[config.mk]
export PLATFORM = sky130hd
export DESIGN_NAME = alu_mc
export DESIGN_NICKNAME = d
export VERILOG_FILES = /design/src/rtl/alu_pkg.sv /design/src/rtl/div_iter.sv /design/src/rtl/alu_mc.sv
export SDC_FILE = /design/constraint.sdc
export NUM_CORES = 1
export LEC_CHECK = 0
export BUFFER_PORTS_ARGS = -buffer_cell sky130_fd_sc_hd__buf_2
export CORE_ASPECT_RATIO = 0.8
export CORE_UTILIZATION = 40
export CTS_CLUSTER_SIZE = 16
export DETAILED_ROUTE_END_ITERATION = 16
export SLEW_MARGIN = 40
export SYNTH_ARGS = -nofsm -noshare
export SYNTH_HDL_FRONTEND = slang
export SYNTH_SLANG_ARGS = --single-unit
[constraint.sdc]
create_clock -name i_clk -period 6.15 [get_ports i_clk]
set_input_delay 0.615 -clock i_clk [delete_from_list [all_inputs] [get_ports i_clk]]
set_output_delay 0.615 -clock i_clk [all_outputs]
set_load 0.01 [all_outputs]
[src/rtl/alu_pkg.sv]
// Shared definitions for the multi-cycle ALU: opcode map, flag bit positions
// and the controller state type.
package alu_pkg;

    localparam logic [3:0] OP_ADD  = 4'h0;
    localparam logic [3:0] OP_ADC  = 4'h1;
    localparam logic [3:0] OP_SUB  = 4'h2;
    localparam logic [3:0] OP_SBC  = 4'h3;
    localparam logic [3:0] OP_MUL  = 4'h4;
    localparam logic [3:0] OP_DIV  = 4'h5;
    localparam logic [3:0] OP_AND  = 4'h6;
    localparam logic [3:0] OP_OR   = 4'h7;
    localparam logic [3:0] OP_XOR  = 4'h8;
    localparam logic [3:0] OP_SHL  = 4'h9;
    localparam logic [3:0] OP_SHR  = 4'hA;
    localparam logic [3:0] OP_NOT  = 4'hB;
    localparam logic [3:0] OP_CMP  = 4'hC;
    localparam logic [3:0] OP_INC  = 4'hD;
    localparam logic [3:0] OP_DEC  = 4'hE;
    localparam logic [3:0] OP_PASS = 4'hF;

    localparam int FLAG_CARRY    = 0;
    localparam int FLAG_SIGN     = 1;
    localparam int FLAG_OVERFLOW = 2;
    localparam int FLAG_ZERO     = 3;

    typedef enum logic [1:0] {
        IDLE = 2'd0,
        BUSY = 2'd1,
        DONE = 2'd2
    } state_t;

endpackage

[src/rtl/div_iter.sv]
// Restoring shift-subtract unsigned divider, one quotient bit per clock.
// A zero divisor naturally yields an all-ones quotient and remainder = dividend.
module div_iter #(
    parameter int WIDTH = 32
) (
    input  logic             i_clk,
    input  logic             i_rst,
    input  logic             i_start,
    input  logic [WIDTH-1:0] i_dividend,
    input  logic [WIDTH-1:0] i_divisor,
    output logic             o_busy,
    output logic             o_done,
    output logic [WIDTH-1:0] o_quotient,
    output logic [WIDTH-1:0] o_remainder
);

    localparam int CW = $clog2(WIDTH) + 1;

    logic [WIDTH-1:0] r_quot;
    logic [WIDTH-1:0] r_rem;
    logic [WIDTH-1:0] r_divisor;
    logic [CW-1:0]    r_cnt;
    logic             r_busy;

    logic [WIDTH:0]   w_shift;
    logic [WIDTH:0]   w_diff;
    logic             w_fits;

    // Bit WIDTH of the difference acts as the borrow of the trial subtraction.
    assign w_shift = {r_rem, r_quot[WIDTH-1]};
    assign w_diff  = w_shift - {1'b0, r_divisor};
    assign w_fits  = ~w_diff[WIDTH];

    always_ff @(posedge i_clk) begin
        if (i_rst) begin
            r_quot    <= '0;
            r_rem     <= '0;
            r_divisor <= '0;
            r_cnt     <= '0;
            r_busy    <= 1'b0;
        end else if (i_start) begin
            r_quot    <= i_dividend;
            r_rem     <= '0;
            r_divisor <= i_divisor;
            r_cnt     <= '0;
            r_busy    <= 1'b1;
        end else if (r_busy) begin
            r_quot <= {r_quot[WIDTH-2:0], w_fits};
            r_rem  <= w_fits ? w_diff[WIDTH-1:0] : w_shift[WIDTH-1:0];
            r_cnt  <= r_cnt + 1'b1;
            if (o_done) begin
                r_busy <= 1'b0;
            end
        end
    end

    assign o_busy      = r_busy;
    assign o_done      = r_busy && (r_cnt == CW'(WIDTH - 1));
    assign o_quotient  = r_quot;
    assign o_remainder = r_rem;

endmodule

[src/rtl/alu_mc.sv]
// Multi-cycle ALU with valid/ready handshakes: single-cycle logic/arith ops,
// iterative shift-add multiply and an iterative divider sub-module.
module alu_mc
    import alu_pkg::*;
#(
    parameter int WIDTH       = 32,
    parameter int REGS_CODING = 3,
    parameter int FLAGS       = 4
) (
    input  logic                   i_clk,
    input  logic                   i_rst,
    input  logic                   i_in_valid,
    output logic                   o_in_ready,
    input  logic [3:0]             i_opcode,
    input  logic [WIDTH-1:0]       i_op1,
    input  logic [WIDTH-1:0]       i_op2,
    input  logic                   i_cin,
    input  logic [REGS_CODING-1:0] i_dest_in,
    output logic                   o_out_valid,
    input  logic                   i_out_ready,
    output logic [WIDTH-1:0]       o_result,
    output logic [WIDTH-1:0]       o_remainder,
    output logic [FLAGS-1:0]       o_flags,
    output logic [REGS_CODING-1:0] o_dest_out
);

    localparam int CW = $clog2(WIDTH) + 1;

    state_t r_state;
    state_t w_next_state;

    logic [WIDTH-1:0]       r_result;
    logic [FLAGS-1:0]       r_flags;
    logic [REGS_CODING-1:0] r_dest;
    logic                   r_div_sel;
    logic                   r_div_zero;
    logic [WIDTH-1:0]       r_acc;
    logic [WIDTH-1:0]       r_mcand;
    logic [WIDTH-1:0]       r_mplier;
    logic [CW-1:0]          r_cnt;

    logic                   w_accept;
    logic                   w_is_div;
    logic                   w_multi;
    logic                   w_last;
    logic [WIDTH-1:0]       w_addend;
    logic                   w_cin;
    logic                   w_sub;
    logic                   w_arith;
    logic [WIDTH:0]         w_sum;
    logic                   w_ovf;
    logic [WIDTH-1:0]       w_alu_result;
    logic [FLAGS-1:0]       w_alu_flags;
    logic [WIDTH-1:0]       w_mul_next;
    logic [FLAGS-1:0]       w_mul_flags;
    logic [FLAGS-1:0]       w_div_flags;
    logic                   w_div_busy;
    logic                   w_div_done;
    logic [WIDTH-1:0]       w_div_quot;
    logic [WIDTH-1:0]       w_div_rem;

    assign w_is_div = (i_opcode == OP_DIV);
    assign w_multi  = (i_opcode == OP_MUL) || w_is_div;
    assign w_accept = i_in_valid && o_in_ready;
    assign w_last   = r_div_sel ? (w_div_busy && w_div_done) : (r_cnt == CW'(WIDTH - 1));

    always_ff @(posedge i_clk) begin
        if (i_rst) begin
            r_state <= IDLE;
        end else begin
            r_state <= w_next_state;
        end
    end

    always_comb begin
        w_next_state = r_state;
        o_in_ready   = 1'b0;
        case (r_state)
            IDLE: begin
                o_in_ready = 1'b1;
                if (i_in_valid) begin
                    w_next_state = w_multi ? BUSY : DONE;
                end
            end
            BUSY: begin
                if (w_last) begin
                    w_next_state = DONE;
                end
            end
            DONE: begin
                if (i_out_ready) begin
                    o_in_ready   = 1'b1;
                    w_next_state = i_in_valid ? (w_multi ? BUSY : DONE) : IDLE;
                end
            end
            default: w_next_state = IDLE;
        endcase
    end

    // Add/subtract family shares one WIDTH+1 bit adder; bit WIDTH is carry or borrow.
    always_comb begin
        w_addend = i_op2;
        w_cin    = 1'b0;
        w_sub    = 1'b0;
        w_arith  = 1'b0;
        case (i_opcode)
            OP_ADD: w_arith = 1'b1;
            OP_ADC: begin w_arith = 1'b1; w_cin = i_cin; end
            OP_SUB, OP_CMP: begin w_arith = 1'b1; w_sub = 1'b1; end
            OP_SBC: begin w_arith = 1'b1; w_sub = 1'b1; w_cin = i_cin; end
            OP_INC: begin w_arith = 1'b1; w_addend = WIDTH'(1); end
            OP_DEC: begin w_arith = 1'b1; w_sub = 1'b1; w_addend = WIDTH'(1); end
            default: ;
        endcase
    end

    assign w_sum = w_sub ? ({1'b0, i_op1} - {1'b0, w_addend} - {{WIDTH{1'b0}}, w_cin})
                         : ({1'b0, i_op1} + {1'b0, w_addend} + {{WIDTH{1'b0}}, w_cin});
    assign w_ovf = w_sub ? ((i_op1[WIDTH-1] != w_addend[WIDTH-1]) && (w_sum[WIDTH-1] != i_op1[WIDTH-1]))
                         : ((i_op1[WIDTH-1] == w_addend[WIDTH-1]) && (w_sum[WIDTH-1] != i_op1[WIDTH-1]));

    always_comb begin
        w_alu_result = w_sum[WIDTH-1:0];
        case (i_opcode)
            OP_AND:         w_alu_result = i_op1 & i_op2;
            OP_OR:          w_alu_result = i_op1 | i_op2;
            OP_XOR:         w_alu_result = i_op1 ^ i_op2;
            OP_SHL:         w_alu_result = i_op1 << i_op2;
            OP_SHR:         w_alu_result = i_op1 >> i_op2;
            OP_NOT:         w_alu_result = ~i_op1;
            OP_PASS:        w_alu_result = i_op1;
            OP_MUL, OP_DIV: w_alu_result = '0;
            default: ;
        endcase
        w_alu_flags                = '0;
        w_alu_flags[FLAG_CARRY]    = w_arith && w_sum[WIDTH];
        w_alu_flags[FLAG_OVERFLOW] = w_arith && w_ovf;
        w_alu_flags[FLAG_SIGN]     = w_alu_result[WIDTH-1];
        w_alu_flags[FLAG_ZERO]     = (w_alu_result == '0);
    end

    assign w_mul_next = r_acc + (r_mplier[0] ? r_mcand : '0);

    always_comb begin
        w_mul_flags                = '0;
        w_mul_flags[FLAG_SIGN]     = w_mul_next[WIDTH-1];
        w_mul_flags[FLAG_ZERO]     = (w_mul_next == '0);
        w_div_flags                = '0;
        w_div_flags[FLAG_SIGN]     = w_div_quot[WIDTH-1];
        w_div_flags[FLAG_ZERO]     = (w_div_quot == '0);
        w_div_flags[FLAG_OVERFLOW] = r_div_zero;
    end

    // Single-cycle results land at accept; MUL results land on its final iteration.
    always_ff @(posedge i_clk) begin
        if (i_rst) begin
            r_result   <= '0;
            r_flags    <= '0;
            r_dest     <= '0;
            r_div_sel  <= 1'b0;
            r_div_zero <= 1'b0;
            r_acc      <= '0;
            r_mcand    <= '0;
            r_mplier   <= '0;
            r_cnt      <= '0;
        end else if (w_accept) begin
            r_dest     <= i_dest_in;
            r_div_sel  <= w_is_div;
            r_div_zero <= (i_op2 == '0);
            r_acc      <= '0;
            r_mcand    <= i_op1;
            r_mplier   <= i_op2;
            r_cnt      <= '0;
            if (!w_multi) begin
                r_result <= w_alu_result;
                r_flags  <= w_alu_flags;
            end
        end else if (r_state == BUSY) begin
            r_acc    <= w_mul_next;
            r_mcand  <= r_mcand << 1;
            r_mplier <= r_mplier >> 1;
            r_cnt    <= r_cnt + 1'b1;
            if (w_last && !r_div_sel) begin
                r_result <= w_mul_next;
                r_flags  <= w_mul_flags;
            end
        end
    end

    div_iter #(.WIDTH(WIDTH)) u_div (
        .i_clk       (i_clk),
        .i_rst       (i_rst),
        .i_start     (w_accept && w_is_div),
        .i_dividend  (i_op1),
        .i_divisor   (i_op2),
        .o_busy      (w_div_busy),
        .o_done      (w_div_done),
        .o_quotient  (w_div_quot),
        .o_remainder (w_div_rem)
    );

    // The divider holds its registers once idle, so DIV results are read straight from it.
    assign o_out_valid = (r_state == DONE);
    assign o_result    = r_div_sel ? w_div_quot : r_result;
    assign o_remainder = r_div_sel ? w_div_rem : '0;
    assign o_flags     = r_div_sel ? w_div_flags : r_flags;
    assign o_dest_out  = r_dest;

endmodule

==> qor.yml <==
grtUsageTotal_pct: 32.9
ir_drop_mv: 0.201
drt_iter0_markers: 3787
synth_edf_count: 0
tightestPinTransition_ns: 1.01
yosys_warnings: 0
synth_common_cells: "420 x nand2_1, 326 x a21oi_1, 311 x nor2_1"
critPathLaunchType: "primary input"
ant_nets: 0
grt_max_degree: 97
endpoint_kind: "flop"
cp_data_required_time_ns: 6.65
relSlewSlack_pct: 32.2
finalCritPeriodShare_pct: 90.4
io_pins: 149
finalSetupTns_ns: 0
yosysUniqueCellTypes: 90
yosysMostFrequentCell: "nand2_1"
yosysTopAreaCell: "dfxtp_1"
min_path_type: "primary input to flop"
crit_arrival_ns: 6.05
clockBufferDepth: 3
first_global_vias: 24800
drv_slew: 0
synthesis.nets: 3729
clock_latency_ns: 0.58
cts_tree: "yes"
critical_path.max_fanout: 8
area_growth_pct: 10.7
setup_viol: 0
yosys-top-cells-area: "dfxtp_1 19%, ha_1 11%, a21oi_1 6.4%"
initial_utilization_pct: 40.6
die_height_um: 228
cts_root_buffer: "clkbuf_16"
layout.nets: 3751
routed_wl_um: 111000
clkTransAtPathRegs_ns: 0.07
drcViolationCount: 0
dp_hpwl_um: 80000
critical_path_class: "primary input to flop"
drv_cap: 0
synthArstFlopShare_pct: 0
synth_seq_area_share_pct: 19.4
n_fill_cell: 6467
antenna_found_initial: 3
port_buffers: 148
viasPerCell: 6.30
finalHoldViolations: 0
leakage_nw: 11.4
cts_setup_buffers: 0
vias: 27200
instances_no_fill: 4309
netlist_area_um2: 25500
num_rows: 82
min_period_ns: 5.56
core-area_um2: 62800
gp_congestion: 1.05
h-tree-depth: 1
synth_area_per_cell_um2: 7.44
power_per_cell_area_nw_per_um2: 209
fp.dieW_um: 284
synth_top_cell_area_share_pct: 19.4
drive_above_1_share_pct: 12.9
max_freq_mhz: 180
place_inst: 4255
critPathMaxStageDelay_ns: 0.63
netlist_instances: 3425
overflow: 0
cts_buffers: 28
clock_skew_ns: 0.0197
cts_resized: 0
avgRoutedWirePerCell_um: 25.7
path_cells: "buf_2 -> xnor2_1 -> buf_4 -> nor2_2 -> nor2_1 -> ha_1 -> inv_1 -> ha_1 -> o21ai_0 -> a221oi_1 -> a21oi_1 -> o211ai_1 -> nand3_1 -> a211oi_1 -> xnor2_1 -> a21o_1 -> o21ai_0 -> or4b_2 -> or3_1 -> o21bai_1"
slowest_stage: "or4b_2"
clkSinkCount: 247
dieArea_um2: 64700
ys.flop_type: "dfxtp_1"
hold_buffers: 0
ys_ff_latch: 247
first_pass_iters: 6
status: "completed"
rsz0062_at_grt: "no"
grt_pass1_wl_um: 163000
==> registers in the layout (all words and copies together), names as in the netlist <==
name               cells
u_div.o_remainder     32
r_div_zero             1
o_dest_out             3
r_state                2
r_cnt                  6
r_flags                4
u_div.o_busy           1
u_div.r_divisor       32
u_div.r_cnt            6
r_mcand               32
r_acc                 32
r_div_sel              1
u_div.o_quotient      32
r_result              31
r_mplier              32
==> worst paths after layout <==
path,start,to,slack (ns),cells after the start
setup / recovery,i_opcode[0],r_flags[3],0.59,20
hold / removal,i_dest_in[2],o_dest_out[2],0.26,3
setup reg to reg,r_mplier[0],r_flags[3],0.99,15
hold reg to reg,o_dest_out[0],o_dest_out[0],0.45,2
==> metrics by stage <==
step	power (mW)	util, %	worst slack [ns]	cell area, um2	hold slack [ns]
3_5_place_dp	3.97	43.2	0.128	27100	0.444
3_3_place_gp	3.98	43.2	0.206	27100	0.441
5_1_grt	6.15	44.9	0.271	28200	0.272
4_1_cts	5.85	44.8	0.672	28100	0.246
6_report	5.90	44.9	0.593	28200	0.265
2_1_floorplan	3.24	-	0.0155	25500	0.428
==> layer usage <==
metal,GRT usage (%),share of wire [%],vias to the layer above
li1,-,-,12400
met1,45.0,42,12700
met2,47.3,40,1643
met3,9.39,12,373
met4,15.2,5.5,2
met5,0.0735,0.012,-
==> worst max-delay path: cells and delay by family <==
family                   cells  cell delay [ns]
AO/OA/AOI/OAI                8             2.42
adder cells (fa/ha/maj)      2             0.70
XOR/XNOR                     2             0.34
AND/OR/NAND/NOR              5             1.61
buffers and inverters        3             0.37
==> logic make-up after synthesis <==
family,share of synthesized area (%)
flops,19.4
xor+xnor,3.61
simple gates,20.4
fa+ha+maj,11.4
mux,12.1
compound gates,26.1
buf+inv,7.05
==> area by class of cell <==
type	instances	area, um2	share of cell area (%)
diodes	2	5.00	0.0178
flip-flops and latches	247	4950	17.6
clock buffers	34	753	2.67
clock inverters	16	270	0.959
multi-input cells	2724	18900	66.9
well taps	840	1050	3.73
inverters	201	754	2.68
repair buffers	245	1550	5.50
==> cell usage in the layout, fill, tap and decap left out, types with 44 or more instances in the layout <==
cell,instances
nor3_1,56
a311oi_1,56
o21ai_0,174
buf_2,145
xnor2_1,71
nor2_1,308
nand3_1,51
mux2i_1,127
o211ai_1,47
mux4_2,50
buf_4,92
nand2_1,420
mux2_2,55
and2_1,78
a211oi_1,69
ha_1,222
inv_1,195
dfxtp_1,245
a21oi_1,325
a22oi_1,44
==> report_power, final <==
| group | total (mW) | internal (mW) | switching (mW) |
|---|---|---|---|
| clock | 1.88 | 1.13 | 0.747 |
| combinational | 2.30 | 0.843 | 1.45 |
| sequential | 1.73 | 1.67 | 0.0621 |
(Power assumes the default switching activity.)
